==> src/rtl/md_cart_pkg.sv <==
// Shared types and constants for the Mega Drive cartridge responder.
// Bank registers exist only when MD_CART_SSF2_MAPPER_EN is defined; the reset table lives here.
package md_cart_pkg;

  typedef enum logic [2:0] {
    IDLE,
    RD_WAIT,
    RD_DRIVE,
    WR_WAIT,
    HOLD
  } state_t;

  localparam logic [4:0] TIME_REG_BASE = 5'b01111;
  localparam logic [7:0] SRAM_WINDOW   = 8'h20;

  localparam int CTRL_SRAM_MAP = 0;
  localparam int CTRL_SRAM_WP  = 1;

  // Power-up banking is an identity map, so slot i points at physical bank i.
  localparam logic [7:0][5:0] BANK_RESET = {6'd7, 6'd6, 6'd5, 6'd4, 6'd3, 6'd2, 6'd1, 6'd0};

endpackage

==> src/rtl/md_cart_responder_if.sv <==
// Cartridge-edge bus as seen by the responder; master is the board, slave is the cartridge.
interface md_cart_responder_if;

  logic [22:0] cart_address;
  logic        cart_cs;
  logic        cart_oe;
  logic        cart_lwr;
  logic        cart_uwr;
  logic        cart_time;
  logic [15:0] cart_data_wr;
  logic [15:0] cart_data;
  logic        cart_data_en;

  modport master (
    output cart_address, cart_cs, cart_oe, cart_lwr, cart_uwr, cart_time, cart_data_wr,
    input  cart_data, cart_data_en
  );

  modport slave (
    input  cart_address, cart_cs, cart_oe, cart_lwr, cart_uwr, cart_time, cart_data_wr,
    output cart_data, cart_data_en
  );

endinterface

==> src/rtl/md_cart_mapper.sv <==
// Mapper control/bank registers and cartridge-to-physical address translation.
// MD_CART_SSF2_MAPPER_EN adds the writable bank registers; otherwise ROM maps linearly.
module md_cart_mapper
  import md_cart_pkg::*;
#(
  parameter int SRAM_AW = 15,
  parameter int PHYS_AW = 24
) (
  input  logic               MCLK,
  input  logic               reset,
  input  logic               i_wr_en,
  input  logic [2:0]         i_index,
  input  logic [5:0]         i_data,
  input  logic [22:0]        i_addr,
  output logic [PHYS_AW-1:0] o_phys_addr,
  output logic               o_is_sram,
  output logic               o_is_unmapped,
  output logic [1:0]         o_ctrl
);

  logic [1:0]         r_ctrl;
  logic [PHYS_AW-1:0] w_romAddr;

  always_ff @(posedge MCLK) begin
    if (reset) begin
      r_ctrl <= '0;
    end else if (i_wr_en && i_index == 3'd0) begin
      r_ctrl <= i_data[1:0];
    end
  end

`ifdef MD_CART_SSF2_MAPPER_EN
  logic [5:0] r_bank [8];
  logic [5:0] w_slotBank;

  always_ff @(posedge MCLK) begin
    if (reset) begin
      for (int i = 0; i < 8; i++) begin
        r_bank[i] <= BANK_RESET[i];
      end
    end else if (i_wr_en && i_index != 3'd0) begin
      r_bank[i_index] <= i_data;
    end
  end

  // Slot 0 always holds the boot vectors, so it is pinned to bank 0.
  assign w_slotBank = (i_addr[20:18] == 3'd0) ? 6'd0 : r_bank[i_addr[20:18]];
  assign w_romAddr  = PHYS_AW'({w_slotBank, i_addr[17:0]});
`else
  logic w_unusedData;

  assign w_unusedData = ^i_data[5:2];
  assign w_romAddr    = PHYS_AW'({3'b000, i_addr[20:0]});
`endif

  assign o_is_sram     = (i_addr[22:15] == SRAM_WINDOW) && r_ctrl[CTRL_SRAM_MAP];
  assign o_is_unmapped = (i_addr[22:21] != 2'b00) && !o_is_sram;
  assign o_phys_addr   = o_is_sram ? PHYS_AW'(i_addr[SRAM_AW-1:0]) : w_romAddr;
  assign o_ctrl        = r_ctrl;

endmodule

==> src/rtl/md_cart_responder.sv <==
// Cartridge-side responder: turns cart bus accesses into backing-memory requests.
// Bank switching is present only when MD_CART_SSF2_MAPPER_EN is defined.
module md_cart_responder
  import md_cart_pkg::*;
#(
  parameter int SRAM_AW = 15,
  parameter int PHYS_AW = 24
) (
  input  logic               MCLK,
  input  logic               reset,
  md_cart_responder_if.slave cart,
  output logic               mem_req,
  output logic               mem_we,
  output logic               mem_sel,
  output logic [PHYS_AW-1:0] mem_addr,
  output logic [1:0]         mem_be,
  output logic [15:0]        mem_wdata,
  input  logic               mem_ack,
  input  logic [15:0]        mem_rdata
);

  logic [22:0]        r_addr;
  logic               r_cs;
  logic               r_oe;
  logic               r_lwr;
  logic               r_uwr;
  logic               r_time;
  logic [15:0]        r_wdata;
  logic               r_rdPrev;
  logic               r_wrPrev;
  logic               r_timeWrPrev;

  state_t             r_state;
  logic [15:0]        r_cartData;
  logic               r_dataEn;
  logic               r_memReq;
  logic               r_memWe;
  logic               r_memSel;
  logic [PHYS_AW-1:0] r_memAddr;
  logic [1:0]         r_memBe;
  logic [15:0]        r_memWdata;
  logic               r_abort;

  logic               w_rdActive;
  logic               w_rdEdge;
  logic               w_wrAny;
  logic               w_wrEdge;
  logic               w_timeWr;
  logic               w_mapWr;
  logic [PHYS_AW-1:0] w_physAddr;
  logic               w_isSram;
  logic               w_isUnmapped;
  logic [1:0]         w_ctrl;

  // Bus inputs are asynchronous to MCLK; everything downstream sees only these copies.
  always_ff @(posedge MCLK) begin
    if (reset) begin
      r_addr       <= '0;
      r_cs         <= 1'b0;
      r_oe         <= 1'b0;
      r_lwr        <= 1'b0;
      r_uwr        <= 1'b0;
      r_time       <= 1'b0;
      r_wdata      <= '0;
      r_rdPrev     <= 1'b0;
      r_wrPrev     <= 1'b0;
      r_timeWrPrev <= 1'b0;
    end else begin
      r_addr       <= cart.cart_address;
      r_cs         <= cart.cart_cs;
      r_oe         <= cart.cart_oe;
      r_lwr        <= cart.cart_lwr;
      r_uwr        <= cart.cart_uwr;
      r_time       <= cart.cart_time;
      r_wdata      <= cart.cart_data_wr;
      r_rdPrev     <= w_rdActive;
      r_wrPrev     <= w_wrAny;
      r_timeWrPrev <= w_timeWr;
    end
  end

  assign w_rdActive = (r_cs | r_time) & r_oe;
  assign w_rdEdge   = w_rdActive & ~r_rdPrev;
  assign w_wrAny    = r_lwr | r_uwr;
  assign w_wrEdge   = w_wrAny & ~r_wrPrev & ~r_time;
  assign w_timeWr   = r_time & r_lwr;
  assign w_mapWr    = w_timeWr & ~r_timeWrPrev & (r_addr[7:3] == TIME_REG_BASE) & (r_state == IDLE);

  md_cart_mapper #(
    .SRAM_AW (SRAM_AW),
    .PHYS_AW (PHYS_AW)
  ) u_mapper (
    .MCLK          (MCLK),
    .reset         (reset),
    .i_wr_en       (w_mapWr),
    .i_index       (r_addr[2:0]),
    .i_data        (r_wdata[5:0]),
    .i_addr        (r_addr),
    .o_phys_addr   (w_physAddr),
    .o_is_sram     (w_isSram),
    .o_is_unmapped (w_isUnmapped),
    .o_ctrl        (w_ctrl)
  );

  // A started memory request always runs to its ack; r_abort remembers a strobe dropped meanwhile.
  always_ff @(posedge MCLK) begin
    if (reset) begin
      r_state    <= IDLE;
      r_cartData <= '0;
      r_dataEn   <= 1'b0;
      r_memReq   <= 1'b0;
      r_memWe    <= 1'b0;
      r_memSel   <= 1'b0;
      r_memAddr  <= '0;
      r_memBe    <= '0;
      r_memWdata <= '0;
      r_abort    <= 1'b0;
    end else begin
      unique case (r_state)
        IDLE: begin
          if (w_rdEdge) begin
            if (r_cs && !w_isUnmapped) begin
              r_memReq  <= 1'b1;
              r_memWe   <= 1'b0;
              r_memSel  <= w_isSram;
              r_memAddr <= w_physAddr;
              r_abort   <= 1'b0;
              r_state   <= RD_WAIT;
            end else begin
              r_cartData <= 16'hFFFF;
              r_dataEn   <= 1'b1;
              r_state    <= RD_DRIVE;
            end
          end else if (w_wrEdge) begin
            if (w_isSram && !w_ctrl[CTRL_SRAM_WP]) begin
              r_memReq   <= 1'b1;
              r_memWe    <= 1'b1;
              r_memSel   <= 1'b1;
              r_memAddr  <= w_physAddr;
              r_memBe    <= {r_uwr, r_lwr};
              r_memWdata <= r_wdata;
              r_state    <= WR_WAIT;
            end else begin
              r_state <= HOLD;
            end
          end
        end
        RD_WAIT: begin
          if (!w_rdActive) begin
            r_abort <= 1'b1;
          end
          if (mem_ack) begin
            r_memReq <= 1'b0;
            if (w_rdActive && !r_abort) begin
              r_cartData <= mem_rdata;
              r_dataEn   <= 1'b1;
              r_state    <= RD_DRIVE;
            end else begin
              r_state <= HOLD;
            end
          end
        end
        RD_DRIVE: begin
          if (!w_rdActive) begin
            r_dataEn <= 1'b0;
            r_state  <= IDLE;
          end
        end
        WR_WAIT: begin
          if (mem_ack) begin
            r_memReq <= 1'b0;
            r_memWe  <= 1'b0;
            r_state  <= HOLD;
          end
        end
        HOLD: begin
          if (!w_rdActive && !w_wrAny) begin
            r_state <= IDLE;
          end
        end
        default: r_state <= IDLE;
      endcase
    end
  end

  assign cart.cart_data    = r_cartData;
  assign cart.cart_data_en = r_dataEn;
  assign mem_req           = r_memReq;
  assign mem_we            = r_memWe;
  assign mem_sel           = r_memSel;
  assign mem_addr          = r_memAddr;
  assign mem_be            = r_memBe;
  assign mem_wdata         = r_memWdata;

endmodule

==> src/flat_wrapper.sv <==
// flat-port wrapper written by rule: the top's interface ports become plain ports
module md_cart_responder_flat import md_cart_pkg::*;
#(
  parameter int SRAM_AW = 15,
  parameter int PHYS_AW = 24
)
  (MCLK, reset, mem_req, mem_we, mem_sel, mem_addr, mem_be, mem_wdata, mem_ack, mem_rdata, cart_cart_address, cart_cart_cs, cart_cart_oe, cart_cart_lwr, cart_cart_uwr, cart_cart_time, cart_cart_data_wr, cart_cart_data, cart_cart_data_en);
  md_cart_responder_if cart_i ();
  input  logic MCLK;
  input  logic reset;
  output logic mem_req;
  output logic mem_we;
  output logic mem_sel;
  output logic [PHYS_AW-1:0] mem_addr;
  output logic [1:0] mem_be;
  output logic [15:0] mem_wdata;
  input  logic mem_ack;
  input  logic [15:0] mem_rdata;
  input wire logic [$bits(cart_i.cart_address)-1:0] cart_cart_address;
  input wire logic [$bits(cart_i.cart_cs)-1:0] cart_cart_cs;
  input wire logic [$bits(cart_i.cart_oe)-1:0] cart_cart_oe;
  input wire logic [$bits(cart_i.cart_lwr)-1:0] cart_cart_lwr;
  input wire logic [$bits(cart_i.cart_uwr)-1:0] cart_cart_uwr;
  input wire logic [$bits(cart_i.cart_time)-1:0] cart_cart_time;
  input wire logic [$bits(cart_i.cart_data_wr)-1:0] cart_cart_data_wr;
  output wire logic [$bits(cart_i.cart_data)-1:0] cart_cart_data;
  output wire logic [$bits(cart_i.cart_data_en)-1:0] cart_cart_data_en;
  assign cart_i.cart_address = cart_cart_address;
  assign cart_i.cart_cs = cart_cart_cs;
  assign cart_i.cart_oe = cart_cart_oe;
  assign cart_i.cart_lwr = cart_cart_lwr;
  assign cart_i.cart_uwr = cart_cart_uwr;
  assign cart_i.cart_time = cart_cart_time;
  assign cart_i.cart_data_wr = cart_cart_data_wr;
  assign cart_cart_data = cart_i.cart_data;
  assign cart_cart_data_en = cart_i.cart_data_en;
  md_cart_responder #(.SRAM_AW(SRAM_AW), .PHYS_AW(PHYS_AW)) u_core (.MCLK(MCLK), .reset(reset), .cart(cart_i), .mem_req(mem_req), .mem_we(mem_we), .mem_sel(mem_sel), .mem_addr(mem_addr), .mem_be(mem_be), .mem_wdata(mem_wdata), .mem_ack(mem_ack), .mem_rdata(mem_rdata));
endmodule
==> config.mk <==
export PLATFORM = sky130hd
export DESIGN_NAME = md_cart_responder_flat
export DESIGN_NICKNAME = d
export VERILOG_FILES = /design/src/rtl/md_cart_pkg.sv /design/src/rtl/md_cart_responder_if.sv /design/src/rtl/md_cart_mapper.sv /design/src/rtl/md_cart_responder.sv /design/src/flat_wrapper.sv
export SDC_FILE = /design/constraint.sdc
export NUM_CORES = 1
export LEC_CHECK = 0
export ABC_AREA = 1
export ABC_CLOCK_PERIOD_IN_PS = 1500
export CAP_MARGIN = 5
export CORE_MARGIN = 3
export CORE_UTILIZATION = 42
export DETAILED_ROUTE_END_ITERATION = 8
export PLACE_DENSITY = 0.78
export SETUP_SLACK_MARGIN = 0.1
export SYNTH_ARGS = -nofsm -noshare
export SYNTH_HDL_FRONTEND = slang
export SYNTH_SLANG_ARGS = --single-unit
==> constraint.sdc <==
create_clock -name MCLK -period 1.5 [get_ports MCLK]
set_clock_uncertainty 0.15 [all_clocks]
set_input_delay 0.15 -clock MCLK [delete_from_list [all_inputs] [get_ports MCLK]]
set_output_delay 0.15 -clock MCLK [all_outputs]
set_load 0.005 [all_outputs]
==> results.sh <==
export IMPL_dp_hpwl_um=7760
export IMPL_grt_max_degree=62
export IMPL_worstPathRequired_ns=1.63
export IMPL_cp_end_kind="flip-flop"
export IMPL_grt_pass1_vias=3851
export IMPL_yosys_area_top_type_share=0.524
export IMPL_yosysSeqAreaShare=0.524
export IMPL_synthArstFlopShare=0
export IMPL_p_leak_nw=3.23
export IMPL_cts_buffers_inserted=9
export IMPL_synth_cell_area_um2=4280
export IMPL_crit_type="flip-flop to flip-flop"
export IMPL_met1_usage=0.219
export IMPL_use_met3=0.0247
export IMPL_cp_arrival_ns=1.82
export IMPL_die_x_um=107
export IMPL_whs_ns=0.0180
export IMPL_crit_path_frequent_cell="nand2_4"
export IMPL_clkLatencyLatePin_ns=0.38
export IMPL_io_buffers=121
export IMPL_status="complete, but fails checks"
export IMPL_maxSlewViolCount=0
export IMPL_cts_tree="yes"
export IMPL_grt_busiest_layer="met2"
export IMPL_synth_edff_count=0
export IMPL_yosysWarnings=0
export IMPL_period_needed_ns=1.69
export IMPL_hp_class="input pin to flip-flop"
export IMPL_netlist_cell_type_count=30
export IMPL_drcViolationCount=0
export IMPL_clk_pin_slew_ns=0.12
export IMPL_cp_top_family="simple AND/OR/NAND/NOR gates"
export IMPL_core_area_um2=9860
export IMPL_vdd_drop_max_mv=0.644
export IMPL_first_iter_violations=183
export IMPL_crit_buf_inv=3
export IMPL_setup_viol=62
export IMPL_slowest_stage="dfxtp_2"
export IMPL_antenna_found_initial=0
export IMPL_synth_common_cells="nor2_1, dfxtp_1, inv_1"
export IMPL_wl_um=11500
export IMPL_hold_buffers=0
export IMPL_synthCells=576
export IMPL_grt_pass1_wl_um=17400
export IMPL_synth_area_leader_cell="dfxtp_1"
export IMPL_cap_violations=0
export IMPL_routedWlPerCell_um=13.1
export IMPL_drt_pass1_iter_count=5
export IMPL_drive_gt1_frac=0.265
export IMPL_start_util=0.434
export IMPL_die_y_um=107
export IMPL_ant_nets=0
export IMPL_slowest_delay_ns=0.38
export IMPL_fin_crit_sh=1.13
export IMPL_p_per_area_nw_per_um2=1030
export IMPL_avgSynthCellArea_um2=7.43
export IMPL_grt_util_all_layers=0.189
export IMPL_fin_total_pwr_w=0.00681
export IMPL_critPathLaunchType="flip-flop"
export IMPL_vias=4022
export IMPL_violations="negative setup slack"
export IMPL_insertedDiodeCount=0
export IMPL_synth_seq_cells=112
export IMPL_avgViaCountPerCell=4.58
export IMPL_finalNetCount=804
export IMPL_synthFlopType="dfxtp_1"
export IMPL_clockBufferDepth=2
export IMPL_synth_most_common_cell="nor2_1"
export IMPL_clkSinkCount=112
export IMPL_place_congestion=0.885
export IMPL_crit_chain="inv_2, nand2_4, nand3b_4, nand2_4, o21ai_4, nor2_8, buf_6, buf_12, nand3b_1, nand2_1, nor2_2"
export IMPL_overflow=0
export IMPL_rrSetupSlack_ns=-0.19
export IMPL_hold_viol=0
export IMPL_layout_setup_ws_ns=-0.188
export IMPL_grt_met2_usage=0.353
export IMPL_fmax_mhz=592
export IMPL_ctsHtreeMaxLevel=3
export IMPL_root_buffer="clkbuf_8"
export IMPL_netlist_top_cells_area="dfxtp_1, nor2_1, inv_1"
export IMPL_ios=125
export IMPL_rsz0062_at_grt="true"
export IMPL_rows=36
export IMPL_area_growth_pct=53.9
export IMPL_path_max_fanout=8
export IMPL_dieArea_um2=11400
-- flip-flops by register name, summed over array words and instances (netlist names), 2 cells and up --
| signal | flops |
|---|---|
| u_core.r_addr | 23 |
| u_core.mem_addr | 21 |
| u_core.cart.cart_data | 16 |
| u_core.mem_wdata | 16 |
| u_core.r_wdata | 16 |
| u_core.r_state | 3 |
| u_core.mem_be | 2 |
| u_core.u_mapper.o_ctrl | 2 |
-- routing by layer --
metal | vias up | wire [um]
li1 | 2054 | -
met1 | 1850 | 4730
met2 | 98 | 6120
met3 | 20 | 433
met4 | 0 | 250
met5 | - | 0
-- metrics by stage --
stage	TNS, ns	setup slack (ns)	instance area [um2]	cells	utilization
finish	-7.65	-0.188	6590	879	0.668
global placement	-6.78	-0.161	5910	841	0.599
CTS	-5.90	-0.125	6350	872	0.644
detailed placement	-9.93	-0.284	5910	841	0.599
global route	-13.66	-0.310	6590	879	0.668
floorplan	-0.719	-0.0475	4360	578	-
-- area by class of cell --
cell class | instances | area [um2]
Fill cell | 764 | 3270
Sequential cell | 112 | 2310
Multi-Input combinational cell | 335 | 1760
Timing Repair Buffer | 173 | 1690
Inverter | 108 | 433
Tap cell | 133 | 166
Clock buffer | 9 | 124
Clock inverter | 7 | 86.3
Timing Repair inverter | 2 | 25.0
-- worst register-to-register path, stage by stage, from the launching register on --
cell and delay [ns]:
dfxtp_2 0.38, inv_2 0.05, nand2_4 0.06, nand3b_4 0.13, nand2_4 0.12, o21ai_4 0.09, nor2_8 0.16, buf_6 0.12
buf_12 0.10, nand3b_1 0.07, nand2_1 0.10, nor2_2 0.05
-- where the power goes --
group | leakage [nW] | internal [W] | total [W] | switching, W
Clock | 0.104 | 0.000670 | 0.00182 | 0.00115
Combinational | 2.18 | 0.000841 | 0.00168 | 0.000837
Sequential | 0.941 | 0.00320 | 0.00331 | 0.000111
-- cells in the final DEF, fill, tap and decap left out, types with 4 or more instances in the layout --
cell type        Yosys  final
inv_1               99     93
dfxtp_1            112     61
dfxtp_2              0     51
clkdlybuf4s50_1      0     61
clkinv_8             0      4
nor2_2               1      8
nand3b_1            17     17
a21oi_1             10      9
nor2_1             166    152
clkbuf_8             0      9
nor2_4               0      7
nand3_1              8      5
buf_12               0      8
nand2_1             58     42
inv_2                7      8
dlygate4sd2_1        0     58
o21ai_1             17     26
nand2_2             14     23
nand2_4              1      7
inv_4                0      4
o21ai_0             28     15
buf_6                1      7
buf_4                5     35
-- what timing repair did --
item                                   4_1_cts  5_1_grt
buffers inserted                            13        5
pin swaps                                   22       14
setup endpoints to repair                  124       66
gates cloned                                 2        3
resized for setup                          130       60
endpoints found under the hold margin        0        0
-- kinds of logic after synthesis --
| kind of cell | after synthesis | share of synthesized area |
|---|---|---|
| AND/OR/NAND/NOR | 274 | 0.284 |
| buffers and inverters | 132 | 0.124 |
| flip-flops | 112 | 0.524 |
| AO/OA/AOI/OAI | 57 | 0.0681 |
| other | 1 | 0.000876 |
-- path summary, 6_finish.rpt --
kind                                                 startpoint                               endpoint  cells past startpoint
worst min-delay path                                      reset                u_core.r_uwr$_SDFF_PP0_                      3
worst max register to register         u_core.r_time$_SDFF_PP0_  u_core.cart.cart_data[6]$_SDFFE_PP0P_                     11
worst max-delay path                   u_core.r_time$_SDFF_PP0_  u_core.cart.cart_data[6]$_SDFFE_PP0P_                     11
worst min register to register  u_core.mem_addr[9]$_SDFFE_PP0P_        u_core.mem_addr[9]$_SDFFE_PP0P_                      2
(Power assumes the default switching activity.)
